$ cat src/rtl/me_search_ctrl.sv
// -----------------------------------------------------------------------------
// me_search_ctrl
//
// Sequences one full-search motion-estimation pass: one 8x8 current block is
// matched against a 23x23 reference window. Reference columns are pulled from
// the column source one per accepted handshake and pushed into the reference
// FIFO. Each accepted column produces one 16-candidate vertical batch in the
// free-running AD_ARRAY -> ADD_8 -> MIN_16 datapath. A tag pipe tracks which
// batch results are real. The controller keeps the running minimum SAD and
// its motion vector.
//
// Ports
//   clk_i, rst_n_i  clock and asynchronous active-low reset
//   start_i         start pulse, sampled in IDLE only
//   busy_o          high from LOAD until the cycle before DONE
//   cur_load_o      one-cycle pulse; current-block register captures the block
//   col_valid_i     column source presents a column
//   col_ready_o     controller accepts a column this cycle
//   fifo_shift_o    column handshake; the FIFO shifts the column in
//   col_idx_o       index of the column requested next (0..NUM_COLS-1)
//   batch_msad_i    MIN_16 minimum SAD of the batch now on the bus
//   batch_idx_i     MIN_16 vertical offset of that minimum
//   best_sad_o      running / final minimum SAD
//   best_mv_x_o     horizontal offset of the best match
//   best_mv_y_o     vertical offset of the best match
//   done_o          one-cycle pulse; best_* are final
// -----------------------------------------------------------------------------
module me_search_ctrl #(
   parameter int EDGE_LEN      = 8,
   parameter int H_CAND        = 16,
   parameter int SAD_BIT_WIDTH = 14,
   parameter int PIPE_LAT      = 2
) (
   input  logic                     clk_i,
   input  logic                     rst_n_i,
   input  logic                     start_i,
   output logic                     busy_o,
   output logic                     cur_load_o,
   input  logic                     col_valid_i,
   output logic                     col_ready_o,
   output logic                     fifo_shift_o,
   output logic [4:0]               col_idx_o,
   input  logic [SAD_BIT_WIDTH-1:0] batch_msad_i,
   input  logic [3:0]               batch_idx_i,
   output logic [SAD_BIT_WIDTH-1:0] best_sad_o,
   output logic [3:0]               best_mv_x_o,
   output logic [3:0]               best_mv_y_o,
   output logic                     done_o
);

   localparam int NUM_COLS = EDGE_LEN + H_CAND - 1;
   localparam logic [4:0] LAST_COL    = 5'(NUM_COLS - 1);
   localparam logic [4:0] FIRST_VALID = 5'(EDGE_LEN - 1);
   // Every tag stage except the output one; when these are all empty, the
   // entry at the output is consumed this cycle and the pipe is drained.
   localparam logic [PIPE_LAT-1:0] UPSTREAM_MASK = {PIPE_LAT{1'b1}} >> 1;

   typedef enum logic [2:0] {
      S_IDLE,
      S_LOAD,
      S_STREAM,
      S_DRAIN,
      S_DONE
   } state_t;

   state_t                   state_q, state_d;
   logic [4:0]               col_idx_q;
   logic [PIPE_LAT-1:0]      tag_vld_q;
   logic [3:0]               tag_x_q [PIPE_LAT];
   logic [SAD_BIT_WIDTH-1:0] best_sad_q;
   logic [3:0]               best_x_q, best_y_q;

   logic       start_acc;
   logic       last_shift;
   logic       push_vld;
   logic [3:0] push_x;
   logic       capture;

   assign start_acc    = (state_q == S_IDLE) && start_i;
   assign fifo_shift_o = col_valid_i && col_ready_o;
   assign last_shift   = fifo_shift_o && (col_idx_q == LAST_COL);

   // Columns 0..EDGE_LEN-2 only prime the FIFO; their batches are not
   // complete candidates, so they enter the tag pipe as invalid.
   assign push_vld = fifo_shift_o && (col_idx_q >= FIRST_VALID);
   assign push_x   = 4'(col_idx_q - FIRST_VALID);

   // Strict less-than keeps the earliest candidate on ties.
   assign capture = tag_vld_q[PIPE_LAT-1] && (batch_msad_i < best_sad_q);

   // NOTE: every output of this block gets a default before the case, so no
   // path through it leaves a signal unassigned and no latch is inferred.
   always_comb begin
      state_d     = state_q;
      busy_o      = 1'b0;
      cur_load_o  = 1'b0;
      col_ready_o = 1'b0;
      done_o      = 1'b0;
      unique case (state_q)
         S_IDLE: begin
            if (start_i) state_d = S_LOAD;
         end
         S_LOAD: begin
            busy_o     = 1'b1;
            cur_load_o = 1'b1;
            state_d    = S_STREAM;
         end
         S_STREAM: begin
            busy_o      = 1'b1;
            col_ready_o = 1'b1;
            if (last_shift) state_d = S_DRAIN;
         end
         S_DRAIN: begin
            busy_o = 1'b1;
            if ((tag_vld_q & UPSTREAM_MASK) == '0) state_d = S_DONE;
         end
         S_DONE: begin
            done_o  = 1'b1;
            state_d = S_IDLE;
         end
         default: state_d = S_IDLE;
      endcase
   end

   // NOTE: sequential state uses non-blocking assignments so every register
   // samples the pre-edge values regardless of statement order.
   always_ff @(posedge clk_i or negedge rst_n_i) begin
      if (!rst_n_i) begin
         state_q    <= S_IDLE;
         col_idx_q  <= '0;
         tag_vld_q  <= '0;
         best_sad_q <= '1;
         best_x_q   <= '0;
         best_y_q   <= '0;
      end else begin
         state_q <= state_d;

         if (start_acc || state_q == S_LOAD) begin
            col_idx_q <= '0;
         end else if (fifo_shift_o && !last_shift) begin
            col_idx_q <= col_idx_q + 5'd1;
         end

         // The tag pipe advances every cycle: the datapath behind the FIFO
         // never stalls, only the column handshake does.
         tag_vld_q[0] <= push_vld;
         for (int i = 1; i < PIPE_LAT; i++) begin
            tag_vld_q[i] <= tag_vld_q[i-1];
         end

         if (start_acc) begin
            best_sad_q <= '1;
            best_x_q   <= '0;
            best_y_q   <= '0;
         end else if (capture) begin
            best_sad_q <= batch_msad_i;
            best_x_q   <= tag_x_q[PIPE_LAT-1];
            best_y_q   <= batch_idx_i;
         end
      end
   end

   // NOTE: the x payload is only ever read when its valid bit is set, and the
   // valid bits are reset, so the payload registers carry no reset.
   always_ff @(posedge clk_i) begin
      tag_x_q[0] <= push_x;
      for (int i = 1; i < PIPE_LAT; i++) begin
         tag_x_q[i] <= tag_x_q[i-1];
      end
   end

   assign col_idx_o   = col_idx_q;
   assign best_sad_o  = best_sad_q;
   assign best_mv_x_o = best_x_q;
   assign best_mv_y_o = best_y_q;

endmodule

$ cat config.mk
export PLATFORM = sky130hd
export DESIGN_NAME = me_search_ctrl
export DESIGN_NICKNAME = d
export VERILOG_FILES = /design/src/rtl/me_search_ctrl.sv
export SDC_FILE = /design/constraint.sdc
export NUM_CORES = 1
export LEC_CHECK = 0
export CORE_MARGIN = 8
export CORE_UTILIZATION = 35
export CTS_BUF_LIST = sky130_fd_sc_hd__clkbuf_8 sky130_fd_sc_hd__clkbuf_16
export CTS_CLUSTER_SIZE = 30
export DETAILED_ROUTE_END_ITERATION = 8
export GPL_TIMING_DRIVEN = 0
export HOLD_SLACK_MARGIN = 0.05
export PLACE_DENSITY = 0.64
export SLEW_MARGIN = 10
export SYNTH_ARGS = -nofsm -noshare
export SYNTH_HDL_FRONTEND = slang
export SYNTH_SLANG_ARGS = --single-unit
$ cat constraint.sdc
create_clock -name clk_i -period 5.5 [get_ports clk_i]
set_clock_uncertainty 0.1 [all_clocks]
set_input_delay 0.825 -clock clk_i [delete_from_list [all_inputs] [get_ports clk_i]]
set_output_delay 0.825 -clock clk_i [all_outputs]
set_load 0.02 [all_outputs]
==> results.ini <==
[sta]
final.setup.tns_ns=0
timing.fmax_ghz=0.323
tightest_slew_ns=0.730
setup_viol=0
timing.final.crit_share=0.564
relSlewSlack=0.514
rsz0062_at_grt=no
min_period_ns=3.10
hold_violations=0
maxSlewViolCount=0

[place]
placement.io_buffers=53
gp_congestion=0.742
placed_cells=330
place_area_sq_mm=0.00267
dp_hpwl_um=3430

[clock_tree]
post_cts_buffers=0
cts_tree=built
cts_num_sinks=40
cts-resized-gates=0
clock_path_buffers=2
ctsHoldBuffers=0
numCtsBuffers=5
root_buffer=clkbuf_8
htreeDepth=2
clk_latency_ns=0.29
path_clk_slew_ns=0.08

[synth]
synth_area_per_cell_sq_um=10.2
synth_edf_count=0
syn_area_sq_mm=0.00205
syn_inst=202
ys_ff_latch=40
yosysWarnings=0
syn_nets=239
synth_cell_types=37
synth_flop_cell=dfrtp_1
synthArstFlopShare=0.800
yosysSeqAreaShare=0.477

[power]
p_comb_frac=0.415
p_switching_mw=0.422
power_frac_seq=0.376
ir_drop_uv=229
p_clk_frac=0.209
p_per_area_mw_per_mm2=411
internal_power_mw=0.721
p_sw_frac=0.369
p_leak_nw=1.28
p_total_mw=1.14

[worst_hold_path]
hp-class=reg2reg
min_from=tag_x_q[0][1]

[cells_and_area]
areaGrowthSynthToFinish_pct=35.6
fin_area_sq_mm=0.00278
stdcell_count=338
diodes=0
drive_above_1_share=0.137
nets=299

[route]
vias=1557
vias_per_cell=4.61
avgRoutedWirePerCell_um=13.6
drtIter0Drc=45
postRouteAntennaNets=0
dr.pass1.iters=4
drc=0
routed_wl_um=4600

[worst_setup_path]
cp.required_ns=4.58
worst_path_most_repeated_cell=clkdlybuf4s50_1
reg2reg_from=best_sad_o[13]
critPathArrivalTime_ns=2.17
cpMaxStageDelayCell=clkdlybuf4s50_1
startpoint=col_valid_i
path_class=in2out
crit_family=buffers and inverters
startpoint_type=primary input
end_kind=output pin
critical_path.max_stage_delay_ns=0.61
worst-path-max-fanout=5
path_buf_inv=3
path_cells=clkdlybuf4s50_1, and2_1, buf_2, clkdlybuf4s50_1

[die]
rows=28
core_sq_mm=0.00578
die_area_sq_mm=0.00857
die_w_um=92.6
die_h_um=92.6
pin_count=54
start_util=0.355

[global_routing]
grt-ovfl-total=0
antenna_found_initial=0
first_global_vias=1637
grt_pass1_wl_um=7960
grt_max_degree=33
grt_usage=0.114

[outcome]
status=finished clean

[job]
drv_cap=0

sequential cells by signal, summed over array words and instances (netlist names):
signal / count
tag_x_q: 8
state_q: 3
tag_vld_q: 2
best_mv_x_o: 4
col_idx_o: 5
best_mv_y_o: 4
best_sad_o: 14
worst paths after layout:
check / endpoint / slack, ns / cells past startpoint
hold / removal: tag_x_q[0][5] / 0.23 / 0
min in group asynchronous: best_mv_y_o[2] / 0.49 / 1
hold reg to reg: tag_x_q[0][5] / 0.23 / 0
max in group asynchronous: tag_vld_q[1] / 4.34 / 1
setup reg to reg: best_sad_o[2] / 3.19 / 7
setup / recovery: fifo_shift_o / 2.40 / 4
power groups by stage:
stage	logic, mW	clock network, mW	registers [mW]
finish	0.474	0.239	0.430
global route	0.529	0.261	0.442
CTS	0.484	0.249	0.432
detailed placement	0.481	0	0.437
global placement	0.476	0	0.435
floorplan	0.230	0	0.481
cells by family (layout without fill, tap and decap cells):
family / Yosys count / count (layout) / share of synthesized area
muxes: 22 / 22 / 0.107
xor gates and xnor gates: 3 / 3 / 0.0128
and+or+nand+nor: 78 / 78 / 0.181
buffers and inverters: 26 / 87 / 0.0603
DFF: 40 / 40 / 0.477
adders and majority gates: 15 / 15 / 0.0914
AOI/OAI and AO/OA: 18 / 18 / 0.0707
layout by cell type (no fill, tap or decap), drive strengths merged, types with 2 or more instances in the layout:
master and instances:
clkdlybuf4s50 52, nor2 32, nand2 22, mux2i 22, dfrtp 18, inv 17
ha 15, dfstp 14, clkbuf 9, dfxtp 8, nand3 7, a21oi 7
buf 6, xor2 3, nand4 3, o21ai 3, and2 2, nor2b 2
a211oi 2, nor3b 2, nand2b 2, o221ai 2
layer usage:
metal,vias up,GRT usage,share of wire
met1,720,0.142,0.46
met4,0,0.0322,0.011
met3,6,0.0469,0.069
li1,796,-,-
met5,-,0,0
met2,35,0.179,0.46
area by class of cell:
type | count | area (sq um)
multi-input combinational | 136 | 951
clock inverter | 3 | 42.5
tap | 75 | 93.8
buffer | 9 | 60.1
timing repair buffer | 53 | 526
inverter | 17 | 63.8
fill | 567 | 3000
clock buffer | 5 | 68.8
sequential | 40 | 978
cell usage after synthesis, types with 4 or more instances:
library cell  count  area [sq um]
a21oi_1           5          25.0
clkbuf_1          4          15.0
dfrtp_1          18           450
dfstp_2          14           368
dfxtp_1           8           160
ha_1             15           188
inv_1            17          63.8
mux2i_1          22           220
nand2_1          22          82.6
nand3_1           7          35.0
nor2_1           31           116
stage by stage:
step,util,hold slack [ns],setup slack (ns)
after floorplan,-,0.210,3.09
after CTS,0.482,0.233,2.40
final,0.482,0.231,2.40
after global routing,0.482,0.247,2.34
after detailed placement,0.462,0.214,2.40
after global placement,0.463,0.210,2.41
Note: power is estimated with default switching activity, not from simulation.
==> variant 1, RTL diff (same flow settings) <==
Change the parameter `SAD_BIT_WIDTH` from 14 to 18.
--- a/src/rtl/me_search_ctrl.sv
+++ b/src/rtl/me_search_ctrl.sv
@@ -28,7 +28,7 @@
 module me_search_ctrl #(
    parameter int EDGE_LEN      = 8,
    parameter int H_CAND        = 16,
-   parameter int SAD_BIT_WIDTH = 14,
+   parameter int SAD_BIT_WIDTH = 18,
    parameter int PIPE_LAT      = 2
 ) (
    input  logic                     clk_i,
Ports: changed (resized batch_msad_i and best_sad_o); port bits go from 54 to 62. The function was not compared with the original's and may differ.
==> variant 1 against the original RTL <==
- total power is 15% lower
- global-route usage up 0.18 points
- first-iteration DRC count rose by 80%
- synthesized area rose by 13%
- sequential cell count up 4
- count of clock-buffer cells in the layout rose by 1
- setup slack worse by 5.5 ps
- cell count is 13% higher
- cell area grew 14%
- routed wire length rose by 19%
- register-to-register slack got worse by 120 ps
- critical endpoint unchanged
- sequential share of layout area is 0.86 points lower
==> variant 1: results (changes against the original RTL) <==
Async SR Flop Fraction = 81.8% (+1.8 points)
WS Path Type = in2out
relative slew slack = 65.4% (+14 points)
CP endpoint = fifo_shift_o
TritonCTS buffer count = 5 (unchanged)
worst reg2reg path startpoint = best_sad_o[12]$_DFFE_PN1P_
syn nets = 281 (+18%)
Max Cap Viol = 0 (unchanged)
Synth Area in Compound Gates = 6.86% (-0.21 points)
DP HPWL = 4.14 mm (+21%)
worst-path maximum fanout = 4 (-1)
Hold Crit Endpoint = tag_x_q[0][4]$_DFF_P_
Wirelength per Cell = 14.3 um (+5.3%)
crit path from = col_valid_i
mux cell area share after synthesis = 11.2% (+0.51 points)
placed cell area = 0.00304 sq mm (+14%)
worst reg2reg path depth = 9 (+2)
first-pass GRT wire length = 9.18 mm (+15%)
largest net degree at the start of global routing = 28 (-15%)
worst-case clock buffer depth = 2 (unchanged)
Fillers = 598 (+5.5%)
root buffer cell = clkbuf_8
Largest register FFs = 18 (+4)
gpl congestion = 0.763 (+2.8%)
Synth top cells by count = nor2_1, mux2i_1, nand2_1
VDD IR max = 229 uV (-0.23%)
worst reg2reg endpoint = best_sad_o[3]$_DFFE_PN1P_
Synth Area in XOR/XNOR = 1.13% (-0.15 points)
vias in the first global route = 1891 (+16%)
CTS resizes = 0 (unchanged)
ranking of synthesized cells by area = dfstp_2, dfrtp_1, mux2i_1, ha_1, dfxtp_1
static leakage = 1.50 nW (+17%)
Min-Delay Startpoint = tag_x_q[0][0]$_DFF_P_
antenna violations before repair = 0 (unchanged)
clk_lat worst skew = 290 ps (about the same)
Yosys cell types = 35 (-5.4%)
Ys Warns = 0 (unchanged)
share of cells above drive strength 1 = 11.4% (-2.3 points)
Worst-path clk slew = 80 ps (about the same)
WHS Path Cells = 0 (unchanged)
worst min path class = reg2reg
Via density = 4.81 (+4.5%)
DRT iter0 DRCs = 81 (+80%)
H-tree depth = 2 (unchanged)
Crit path arrival time = 2180 ps
run status = finished, final reports clean
GRT Util Overall = 11.6% (+0.18 points)
number of detailed-route iterations in the first pass = 4 (unchanged)
post-synthesis adder-cell area fraction = 10.3% (+1.1 points)
Final #Nets = 350 (+17%)
count of input and output buffers = 61 (+15%)
reg2reg setup slack = 3070 ps (-120 ps)
Seq/Total Area, Yosys = 46.8% (-0.89 points)
Setup Buffers After CTS = 0 (unchanged)
variant 1: final cells by class:
cell class	instances	area, sq um	share of cell area (%)
Tap cell	77	96.3	3.05
Clock inverter	2	38.8	1.23
Clock buffer	6	82.6	2.61
Timing Repair Buffer	62	626	19.8
Multi-Input combinational cell	161	1070	34.0
Sequential cell	44	1080	34.3
Inverter	22	82.6	2.61
Buffer	9	77.6	2.45
variant 1: worst max-delay path, stage by stage:
cell	delay, ps
clkdlybuf4s50_1	490
nand2_1	110
inv_1	140
clkdlybuf4s50_1	620
variant 1: per-stage QoR:
step | hold slack (ps) | setup WS, ps | total power [W] | cells
after floorplan | 210 | 2960 | 0.000578 | 236
after global placement | 211 | 2380 | 0.000710 | 374
after detailed placement | 213 | 2350 | 0.000713 | 375
after CTS | 235 | 2400 | 0.000982 | 383
after global routing | 244 | 2310 | 0.00103 | 383
final | 231 | 2390 | 0.000966 | 383
variant 1: routing by layer:
| layer | track usage, % | vias up | wire [um] |
|---|---|---|---|
| li1 | - | 924 | - |
| met1 | 14.2 | 876 | 2490 |
| met2 | 18.5 | 40 | 2560 |
| met3 | 4.13 | 4 | 366 |
| met4 | 3.73 | 0 | 70 |
| met5 | 0 | - | 0 |
variant 1: cell families (layout without fill, tap and decap cells):
family                   Yosys count  in the layout
AND/OR/NAND/NOR                   88             88
adder cells (fa/ha/maj)           19             19
XOR/XNOR                           3              3
AO/OA/AOI/OAI                     25             25
flip-flops                        44             44
buffers and inverters             31            101
multiplexers                      26             26
variant 1: power by group:
| part | switching, W | internal [W] |
|---|---|---|
| Clock | 0.000113 | 0.000149 |
| Combinational | 0.000177 | 0.000125 |
| Sequential | 0.0000344 | 0.000368 |
==> variant 2, RTL diff (same settings) <==
Without the edit above. Re-encode `state_t` (5 states) as one-hot, 5 bits wide.
--- a/src/rtl/me_search_ctrl.sv
+++ b/src/rtl/me_search_ctrl.sv
@@ -55,12 +55,12 @@
    // entry at the output is consumed this cycle and the pipe is drained.
    localparam logic [PIPE_LAT-1:0] UPSTREAM_MASK = {PIPE_LAT{1'b1}} >> 1;
 
-   typedef enum logic [2:0] {
-      S_IDLE,
-      S_LOAD,
-      S_STREAM,
-      S_DRAIN,
-      S_DONE
+   typedef enum logic [4:0] {
+      S_IDLE   = 5'b00001,
+      S_LOAD   = 5'b00010,
+      S_STREAM = 5'b00100,
+      S_DRAIN  = 5'b01000,
+      S_DONE   = 5'b10000
    } state_t;
 
    state_t                   state_q, state_d;
Function: no difference found for any inputs over 10 cycles, from zero or initial values and one cycle with rst_n_i low; not proved beyond that.
==> variant 2 against the original RTL <==
- cell area is 3.2% higher
- routed wire length is 6.0% higher
- sequential cell count up 2
- maximum frequency fell by 3.3%
- synthesized area increased by 5.1%
- core utilization increased by 0.075 points
- setup slack got worse by 110 ps
- highest routed layer unchanged
- register-to-register slack worse by 430 ps
Power is not compared: it rests on default switching activity, and its combinational part moved more than twofold at a synthesized area within 25%.
==> variant 2: results (changes against the original RTL) <==
share of cells above drive strength 1 = 12.8% (-0.91 points)
post-route insts no fill = 349 (+3.3%)
Fillers = 560 (-1.2%)
DRT iter0 DRCs = 53 (+18%)
largest net degree at the start of global routing = 35 (+6.1%)
DP HPWL = 3.64 mm (+6.1%)
WHS = 234 ps (+3.65 ps)
Mapped Cells = 213 (+5.4%)
Inst Count DP = 341 (+3.3%)
GR Util met1 = 14.0% (-0.24 points)
GRT Util Overall = 11.5% (+0.052 points)
run status = finished, final reports clean
buffer share of cell area = 21.7% (+0.70 points)
Via density = 4.76 (+3.3%)
Min-Delay Startpoint = tag_x_q[0][3]$_DFF_P_
post-synthesis adder-cell area fraction = 8.70% (-0.45 points)
vias in the first global route = 1759 (+7.5%)
worst-margin pin slew = 776 ps (+46.1 ps)
max incr delay on CP = 660 ps (+50 ps)
multi-input combinational cell count = 144 (+5.9%)
Async SR Flop Fraction = 81.0% (+0.95 points)
first-pass GRT wire length = 8.20 mm (+3.0%)
Synth Area in XOR/XNOR = 1.62% (+0.34 points)
routing usage on met3 = 3.65% (-1.0 points)
Seq/Total Area, Yosys = 47.7% (+0.056 points)
worst-path maximum fanout = 4 (-1)
met3 wire length = 261 um (-18%)
Hold Crit Endpoint = tag_x_q[0][7]$_DFF_P_
worst reg2reg path depth = 8 (+1)
worst reg2reg endpoint = best_sad_o[8]$_DFFE_PN1P_
ranking of synthesized cells by area = dfrtp_1, dfstp_2, mux2i_1, ha_1, dfxtp_1
## variant 2: cell count changes in the layout (fill, tap and decap cells not counted), sizes merged, moves of 2 or more
| cell | change |
|---|---|
| nand3 | -6 |
| nand2 | +4 |
| buf | +3 |
| and2 | -2 |
| clkbuf | -2 |
| inv | +2 |
| nand2b | +2 |
| nor4b | +2 |
| o21ai | +2 |
| or4 | +2 |
## variant 2: how the worst max path moves through the flow
| stage | end | cells past startpoint | startpoint |
|---|---|---|---|
| after CTS | fifo_shift_o | 4 | col_valid_i |
| after detailed placement | best_mv_x_o[1]$_DFFE_PN0P_ | 7 | batch_msad_i[13] |
| final | fifo_shift_o | 4 | col_valid_i |
| after global routing | busy_o | 6 | state_q[3]$_DFFE_PN0P_ |
| after global placement | best_mv_y_o[2]$_DFFE_PN0P_ | 7 | batch_msad_i[13] |
| after floorplan | busy_o | 5 | state_q[3]$_DFFE_PN0P_ |
## variant 2: critical path: cells and delay by family
kind          cells  cell delay, ps
buf+inv           2            1130
simple gates      2             320
